<file path="config.mk">
export PLATFORM = sky130hd
export DESIGN_NAME = program_store
export DESIGN_NICKNAME = d
export VERILOG_FILES = /design/src/rtl/program_store.sv
export SDC_FILE = /design/constraint.sdc
export NUM_CORES = 1
export LEC_CHECK = 0
export ABC_CLOCK_PERIOD_IN_PS = 2350
export CAP_MARGIN = 20
export CORE_MARGIN = 2
export CORE_UTILIZATION = 60
export DETAILED_ROUTE_END_ITERATION = 10
export GPL_TIMING_DRIVEN = 0
export PLACE_DENSITY = 0.84
export SETUP_SLACK_MARGIN = 0.3
export SYNTH_ARGS = -nofsm -noshare
export SYNTH_HDL_FRONTEND = slang
export SYNTH_SLANG_ARGS = --single-unit
</file>
<file path="constraint.sdc">
create_clock -name i_clk -period 2.35 [get_ports i_clk]
set_input_delay 0.235 -clock i_clk [delete_from_list [all_inputs] [get_ports i_clk]]
set_output_delay 0.235 -clock i_clk [all_outputs]
set_load 0.005 [all_outputs]
</file>
<file path="src/rtl/program_store.sv">
// ---------------------------------------------------------------------------
// program_store
//
// Field-loadable opcode store. Opcodes are shifted in bit-serially (MSB
// first) from the SPI-side loader. The CPU fetch unit reads them back through
// a registered port with 1-cycle latency. Any read at or above the committed
// program length returns NOP_OPCODE. Any read while a load is in progress
// also returns NOP_OPCODE, so a short program falls through to NOPs.
//
// Ports
//   i_clk          system clock, rising edge
//   i_rst          synchronous active-high reset
//   i_load_start   pulse: begin (or restart) a program load
//   i_load_strobe  qualifies i_load_bit, one bit per cycle
//   i_load_bit     serial opcode bit, MSB first
//   i_load_done    pulse: end load and commit the program length
//   o_loading      high between load_start and load_done
//   o_load_full    high once DEPTH words were written in the current load
//   o_prog_len     number of committed words
//   i_fetch_req    read request
//   i_fetch_addr   read address
//   o_fetch_valid  registered copy of i_fetch_req
//   o_fetch_data   opcode read (held while no request)
// ---------------------------------------------------------------------------
module program_store #(
    parameter int                    ADDR_WIDTH = 8,
    parameter int                    DATA_WIDTH = 4,
    parameter int                    DEPTH      = 32,
    parameter logic [DATA_WIDTH-1:0] NOP_OPCODE = 4'b0111,
    localparam int                   PLW        = $clog2(DEPTH) + 1
) (
    input  logic                  i_clk,
    input  logic                  i_rst,
    input  logic                  i_load_start,
    input  logic                  i_load_strobe,
    input  logic                  i_load_bit,
    input  logic                  i_load_done,
    output logic                  o_loading,
    output logic                  o_load_full,
    output logic [PLW-1:0]        o_prog_len,
    input  logic                  i_fetch_req,
    input  logic [ADDR_WIDTH-1:0] i_fetch_addr,
    output logic                  o_fetch_valid,
    output logic [DATA_WIDTH-1:0] o_fetch_data
);

    // Storage index width. DEPTH <= 2**ADDR_WIDTH, so IW <= ADDR_WIDTH.
    localparam int IW  = $clog2(DEPTH);
    // Bit counter counts 0 .. DATA_WIDTH-1.
    localparam int BCW = (DATA_WIDTH > 1) ? $clog2(DATA_WIDTH) : 1;
    // The shift register only needs DATA_WIDTH-1 bits. The final bit of a
    // word comes straight from i_load_bit in the cycle the word is written.
    localparam int SHW = (DATA_WIDTH > 1) ? DATA_WIDTH - 1 : 1;
    // Address compare width: the wider of the fetch address and prog_len.
    localparam int CW  = (ADDR_WIDTH > PLW) ? ADDR_WIDTH : PLW;

    typedef enum logic {
        IDLE = 1'b0,
        LOAD = 1'b1
    } state_t;

    state_t                r_state;
    state_t                w_next_state;

    logic [PLW-1:0]        r_wptr;
    logic [BCW-1:0]        r_bitcnt;
    logic [SHW-1:0]        r_shift;
    logic                  r_load_full;
    logic [PLW-1:0]        r_prog_len;
    logic                  r_fetch_valid;
    logic [DATA_WIDTH-1:0] r_fetch_data;
    logic [DATA_WIDTH-1:0] r_mem [DEPTH];

    logic                  w_loading;
    logic                  w_restart;
    logic                  w_commit;
    logic                  w_shift_en;
    logic                  w_last_bit;
    logic [DATA_WIDTH-1:0] w_word;
    logic                  w_rd_hit;
    logic [IW-1:0]         w_rd_idx;

    // ------------------------------------------------------------------
    // Controller FSM
    // ------------------------------------------------------------------
    always_ff @(posedge i_clk) begin
        if (i_rst) begin
            r_state <= IDLE;
        end else begin
            r_state <= w_next_state;
        end
    end

    // Priority: load_start beats load_done, and load_done beats a strobe
    // in the same cycle. Once the load is full, strobes are ignored, so no
    // write can happen with the write pointer at DEPTH.
    always_comb begin
        w_next_state = r_state;
        w_loading    = (r_state == LOAD);
        w_restart    = 1'b0;
        w_commit     = 1'b0;
        w_shift_en   = 1'b0;
        w_last_bit   = 1'b0;

        if (i_load_start) begin
            w_next_state = LOAD;
            w_restart    = 1'b1;
        end else if (r_state == LOAD) begin
            if (i_load_done) begin
                w_next_state = IDLE;
                w_commit     = 1'b1;
            end else if (i_load_strobe && !r_load_full) begin
                w_shift_en = 1'b1;
                w_last_bit = (r_bitcnt == BCW'(DATA_WIDTH - 1));
            end
        end
    end

    // ------------------------------------------------------------------
    // Serial word assembly
    // ------------------------------------------------------------------
    if (DATA_WIDTH > 1) begin : g_shift
        assign w_word = {r_shift, i_load_bit};
    end else begin : g_single
        assign w_word = i_load_bit;
    end

    always_ff @(posedge i_clk) begin
        if (i_rst) begin
            r_wptr      <= '0;
            r_bitcnt    <= '0;
            r_shift     <= '0;
            r_load_full <= 1'b0;
            r_prog_len  <= '0;
        end else if (w_restart) begin
            // prog_len keeps the old program until the new one is committed
            r_wptr      <= '0;
            r_bitcnt    <= '0;
            r_shift     <= '0;
            r_load_full <= 1'b0;
        end else if (w_commit) begin
            // A partially shifted word is simply dropped here
            r_prog_len  <= r_wptr;
            r_bitcnt    <= '0;
            r_shift     <= '0;
        end else if (w_shift_en) begin
            r_shift <= w_word[SHW-1:0];
            if (w_last_bit) begin
                r_bitcnt <= '0;
                r_wptr   <= r_wptr + PLW'(1);
                if (r_wptr == PLW'(DEPTH - 1)) begin
                    r_load_full <= 1'b1;
                end
            end else begin
                r_bitcnt <= r_bitcnt + BCW'(1);
            end
        end
    end

    // Storage has no reset. prog_len=0 masks every word after reset.
    always_ff @(posedge i_clk) begin
        if (w_last_bit) begin
            r_mem[r_wptr[IW-1:0]] <= w_word;
        end
    end

    // ------------------------------------------------------------------
    // Fetch port
    // ------------------------------------------------------------------
    // addr < prog_len <= DEPTH guarantees the truncated index is in range
    // whenever the stored word is actually selected.
    assign w_rd_hit = !w_loading && (CW'(i_fetch_addr) < CW'(r_prog_len));
    assign w_rd_idx = i_fetch_addr[IW-1:0];

    always_ff @(posedge i_clk) begin
        if (i_rst) begin
            r_fetch_valid <= 1'b0;
            r_fetch_data  <= NOP_OPCODE;
        end else begin
            r_fetch_valid <= i_fetch_req;
            if (i_fetch_req) begin
                r_fetch_data <= w_rd_hit ? r_mem[w_rd_idx] : NOP_OPCODE;
            end
        end
    end

    assign o_loading     = w_loading;
    assign o_load_full   = r_load_full;
    assign o_prog_len    = r_prog_len;
    assign o_fetch_valid = r_fetch_valid;
    assign o_fetch_data  = r_fetch_data;

endmodule

</file>
==> Word level (Yosys, flattened, before mapping) <==
Memory sizes are Yosys's and may differ from the RTL's.
Cells that the tools add are included.
{ "op_classes": {"addsub": 2, "reduce_logical": 9, "n_shift": 0, "bitwise": 2, "muxes": 19, "n_div": 0, "n_eq_ne": 2, "mul": 0, "n_lt_le_gt_ge": 1} }
{ "op_table": {"columns": ["operator", "n"], "rows": [
  ["$mux W1", 17],
  ["$lt A8 B6 Y1", 1],
  ["$add A6 B1 Y6 const B", 1],
  ["$eq A6 B5 Y1 const B", 1],
  ["$mux W4", 1],
  ["$reduce_and A4 Y1", 1],
  ["$reduce_and A3 Y1", 1],
  ["$reduce_or A3 Y1", 1],
  ["$add A2 B1 Y2 const B", 1],
  ["$eq A2 B2 Y1 const B", 1],
  ["$logic_and A1 B1 Y1", 2],
  ["$logic_not A1 Y1", 2],
  ["$mux W2", 1],
  ["$not A1 Y1", 2],
  ["$reduce_and A2 Y1", 1],
  ["$reduce_or A2 Y1", 1]
]} }
{ "word_totals": {"word_cells": 44, "mem_bits_ro": 0, "ram_bits": 128, "ff_bits": 24, "out_inout_bits": 13, "latchBits": 0, "memories": 1} }
{ "mem_list": {"columns": ["memory", "depth", "word_bits", "read_ports", "rd_ports_with_merged_regs", "write_ports", "line_no", "source"], "rows": [
  ["r_mem", 32, 4, 1, 0, 1, "72", "logic [DATA_WIDTH-1:0] r_mem [DEPTH];"]
]} }

==> Depth between registers and ports, before layout <==
{ "logic_depth": {"word_depth": 8, "ltp_mapped": 7} }

==> Least setup slack after synthesis <==
No wires, ideal clock.
{ "synth_path": {"kind": "register -> register", "startpoint": "reg r_state (netlist: o_loading)", "endpoint": "mem r_mem[30][0], enable pin", "arrival_ps": 1516, "path_stages_with_launch": 6, "required_ps": 2021, "slack_ps": 505, "path_cell_list": "dfxtp_1 > nor4b_1 > and3_1 > buf_2 > nand2_1 > nor2_1"} }
{ "synth_between": {"elab_chain_cells": 4} }
{ "synth_rtl": {"columns": ["item", "line_no", "source"], "rows": [
  ["start, declared", "62", "state_t r_state;"],
  ["start signal, assigned", "90", "r_state <= w_next_state;"],
  ["$mux W1", "108", "end else if (r_state == LOAD) begin"],
  ["$mux W1", "105", "if (i_load_start) begin"],
  ["$mux W1", "162", "if (w_last_bit) begin"],
  ["$mux W1 (not written as such)", "163", "r_mem[r_wptr[IW-1:0]] <= w_word;"],
  ["end, declared", "72", null]
]} }
No other way between the ends.

==> Worst setup path after layout <==
{ "layout_path": {"startpoint": "reg r_prog_len[5] (netlist: o_prog_len[5])", "endpoint": "reg r_fetch_data[3] (netlist: o_fetch_data[3])"} }
{ "layout_between": {"elab_chain_cells": 3} }
{ "layout_rtl": {"columns": ["item", "line_no", "source"], "rows": [
  ["start, declared", "69", "logic [PLW-1:0] r_prog_len;"],
  ["start signal, assigned", "143", "r_prog_len <= r_wptr;"],
  ["$lt A8 B6 Y1", "172", "assign w_rd_hit = !w_loading && (CW'(i_fetch_addr) < CW'(r_prog_len));"],
  ["$logic_and A1 B1 Y1", "172", null],
  ["$mux W4", "182", "r_fetch_data <= w_rd_hit ? r_mem[w_rd_idx] : NOP_OPCODE;"],
  ["end signal, assigned", "182", null],
  ["end, declared", "71", "logic [DATA_WIDTH-1:0] r_fetch_data;"]
]} }
No other way between the ends.
A chain may end at the register's enable or synchronous reset.

==> results.ini <==
[drt]
drt_drc_violations_left = 0
wire_per_inst_um = 31.7
vias_per_cell = 7.08
routed-via-count = 3972
antenna_left = 0
drt_wl_total_mm = 17.8
drt_iter0_drc = 497
drt_pass1_iterations = 6

[logic_synthesis]
predominant_post_synthesis_flop_cell = sky130_fd_sc_hd__edfxtp_1
number_of_flip_flops_and_latches_in_the_synthesized_netlist = 152
synth_compound_gate_area_share_pct = 3.24
synth.mux.area_fraction_pct = 15.2
synth_area_per_cell_sq_um = 17.3
yosys.cell_types.count = 41
post_synth_xor_area_fraction_pct = 0.845
synth_edf_count = 128
yosysSeqAreaShare_pct = 69.5
synth_top_family_by_area = multiplexers
mappedNetlistArea_sq_um = 6220
cells_after_synth = 360
yosys_warnings = 0
synthesis.nets = 385
yosys.area_share.adder_pct = 2.01
ys_async_sr_fraction_pct = 0
simple_gate_area_share_of_the_yosys_netlist_pct = 6.70

[critical_path]
crit_buf_inv = 1
timing.reg2reg.worst_path_depth = 7
worst_path_dominant_cell_family = compound AO/OA/AOI/OAI gates
critical_path_end_type = flip-flop
worstSetupPathType = reg -> reg
critical_path.startpoint_type = flip-flop
slowest_library_cell_on_the_worst_path = sky130_fd_sc_hd__a211oi_2
cp_cell_sequence = inv_1 > ha_1 > nor4_2 > o211a_1 > o211ai_1 > a211oi_2 > a211o_1
required_ns = 2.84
critical_path.max_fanout = 4
timing.critical_path.depth = 7
worst-endpoint-arrival_ns = 2.63
critPathMaxStageDelay_ns = 0.40

[layout]
area.sequential_sq_um = 4330
layout.filler_cells = 516
layout.core_utilization_pct = 74.8
layout-drive-gt1-share_pct = 24.9
finalInstanceArea_sq_um = 7620
finalNonFillerCells = 561
diodes = 0
areaGrowthSynthToFinish_pct = 22.5
nNetsFinal = 437
multi_input_area_sq_um = 1950

[sta]
report.final.slew_viol_count = 0
fin_tns_setup_ns = 0
finalSetupViolCount = 0
final_min_period_over_clock_period_pct = 91.0
finalHoldWorstSlack_ns = 0.420
grt_setup_unrepaired = no
post-route-min-period_ns = 2.14
finalHoldViolCount = 0
timing.fmax_mhz = 468
worst_margin_slew_ns = 0.684
timing.max_slew.rel_slack_pct = 54.3
finClkSkew_ns = 0.0158

[grt]
grt_pass1_vias = 3752
antenna_found_initial = 0
grt.overflow.total = 0
grt_use_total_pct = 31.4
grt_pass1_wl_mm = 24.4
largest_net_degree_at_the_start_of_global_routing = 35

[outcome]
status = finished, final reports clean

[clocking]
clk_path_buf_depth = 2
clockRootBuffer = sky130_fd_sc_hd__clkbuf_8
clk_pin_slew_worst_paths_ns = 0.08
ctsHtreeMaxLevel = 4
tritoncts = done
cts.sink_count = 152
cts-buffers-inserted = 17
clock_latency_ns = 0.56

[power_and_ir_drop]
powerDensity_nw_per_um2 = 793
power.leakage_nw = 2.60
vdd_ir_drop_max_mv = 0.439

[die]
placement_rows = 37
io_pins = 28
core_sq_um = 10200
die_y_um = 106
initial_core_utilization_pct = 61.1
floorplan.die_area_sq_um = 11200
die_width_um = 106

[placement]
dp.cells = 522
globalplace.congestion = 0.858
hpwl_detailed_mm = 8.67
io_buffers = 26
placed_area_sq_um = 6650

[min_path]
hold_depth = 2
min_path_type = in -> reg

[flow_run]
max_cap_viol_count = 0

==> state kept, by name, indices dropped and copies added, names as in the netlist <==
signal	cells
r_wptr	6
r_mem	128
o_load_full	1
r_bitcnt	2
o_loading	1
o_fetch_valid	1
o_prog_len	6
r_shift	3
o_fetch_data	4
==> stage by stage <==
step	total power [W]	setup slack, ns
floorplan	0.00305	0.505
global placement	0.00313	-0.444
detailed placement	0.00313	-0.474
CTS	0.00596	0.289
global route	0.00611	0.262
finish	0.00604	0.212
==> kinds of logic after synthesis <==
kind of cell             after synthesis
AND/OR/NAND/NOR                       90
multiplexers                          46
flip-flops                           152
buffers and inverters                 28
XOR/XNOR                               6
AO/OA/AOI/OAI                         28
adder cells (fa/ha/maj)               10
==> layout make-up <==
type,instances,area share (%)
repair buffers,33,5.03
flip-flops and latches,152,56.8
clock inverters,14,2.56
multi-input cells,180,25.7
plain buffers,17,1.58
well taps,136,2.23
clock buffers,18,5.62
inverters,11,0.542
==> final timing paths <==
path                   startpoint              end  slack, ns
setup / recovery    o_prog_len[5]  o_fetch_data[3]       0.21
hold / removal              i_rst    o_fetch_valid       0.42
setup reg to reg    o_prog_len[5]  o_fetch_data[3]       0.21
hold reg to reg   o_fetch_data[3]  o_fetch_data[3]       0.49
==> power breakdown <==
group          switching (W)  leakage [nW]  internal [W]
clock                0.00118         0.296       0.00176
sequential        0.00000444          1.44       0.00289
combinational       0.000115         0.869     0.0000908
total                0.00130          2.60       0.00475
==> synth_stat cells (all sizes together) (4+ instances only) <==
library cell	count	area, sq um
nor2b	4	25.0
ha	10	125
dfxtp	24	480
nand3b	4	30.0
a21oi	6	30.0
mux4	35	837
inv	11	41.3
mux2i	11	110
nand2	5	18.8
edfxtp	128	3840
a31oi	4	25.0
clkbuf	8	30.0
a211oi	5	37.5
nor2	56	210
xor2	4	35.0
buf	9	80.1
==> per-layer routing <==
metal  vias up  routed length [um]  GRT usage, %
li1       1526                   -             -
met1      1978                6060          38.8
met2       376                8700          52.7
met3        92                1950          7.30
met4         0                1060          14.9
met5         -                   0             0
==> repair_timing <==
| action | CTS | global route |
|---|---|---|
| resized for setup | 51 | 15 |
| setup buffers | 1 | 2 |
| endpoints found under the setup margin | 132 | 104 |
| pin swaps | 1 | 4 |
| gates cloned | 0 | 0 |
| endpoints found under the hold margin | 0 | 0 |
| hold buffers | 0 | 0 |
==> worst register-to-register path: cells and delay by family, from the launching register on <==
kind	cells	cell delay [ns]
compound gates	4	1.09
fa+ha+maj	1	0.24
buf+inv	1	0.08
flops	1	0.37
simple gates	1	0.31
==> cells in the final DEF, fill, tap and decap left out, types with 3 or more instances in the layout <==
master                              n
sky130_fd_sc_hd__clkbuf_1           6
sky130_fd_sc_hd__and3_1             3
sky130_fd_sc_hd__ha_1              10
sky130_fd_sc_hd__clkbuf_16         16
sky130_fd_sc_hd__inv_6              3
sky130_fd_sc_hd__nand2_4            3
sky130_fd_sc_hd__buf_16             3
sky130_fd_sc_hd__buf_2              3
sky130_fd_sc_hd__nand3_1            3
sky130_fd_sc_hd__nand2b_1           3
sky130_fd_sc_hd__inv_1             11
sky130_fd_sc_hd__clkinvlp_4         3
sky130_fd_sc_hd__a21oi_1            5
sky130_fd_sc_hd__bufinv_16          4
sky130_fd_sc_hd__mux4_2            22
sky130_fd_sc_hd__mux4_1            13
sky130_fd_sc_hd__dfxtp_1           23
sky130_fd_sc_hd__nand4_1            3
sky130_fd_sc_hd__nor2b_1            4
sky130_fd_sc_hd__mux2i_1           11
sky130_fd_sc_hd__nor2_2            10
sky130_fd_sc_hd__nor2_4            17
sky130_fd_sc_hd__xor2_1             4
sky130_fd_sc_hd__a31oi_1            4
sky130_fd_sc_hd__edfxtp_1         128
sky130_fd_sc_hd__clkdlybuf4s50_1   25
sky130_fd_sc_hd__nand3b_1           4
sky130_fd_sc_hd__buf_4              4
sky130_fd_sc_hd__o32ai_1            3
sky130_fd_sc_hd__a211oi_1           4
sky130_fd_sc_hd__nor2_1            29
Note: power is estimated with default switching activity, not from simulation.
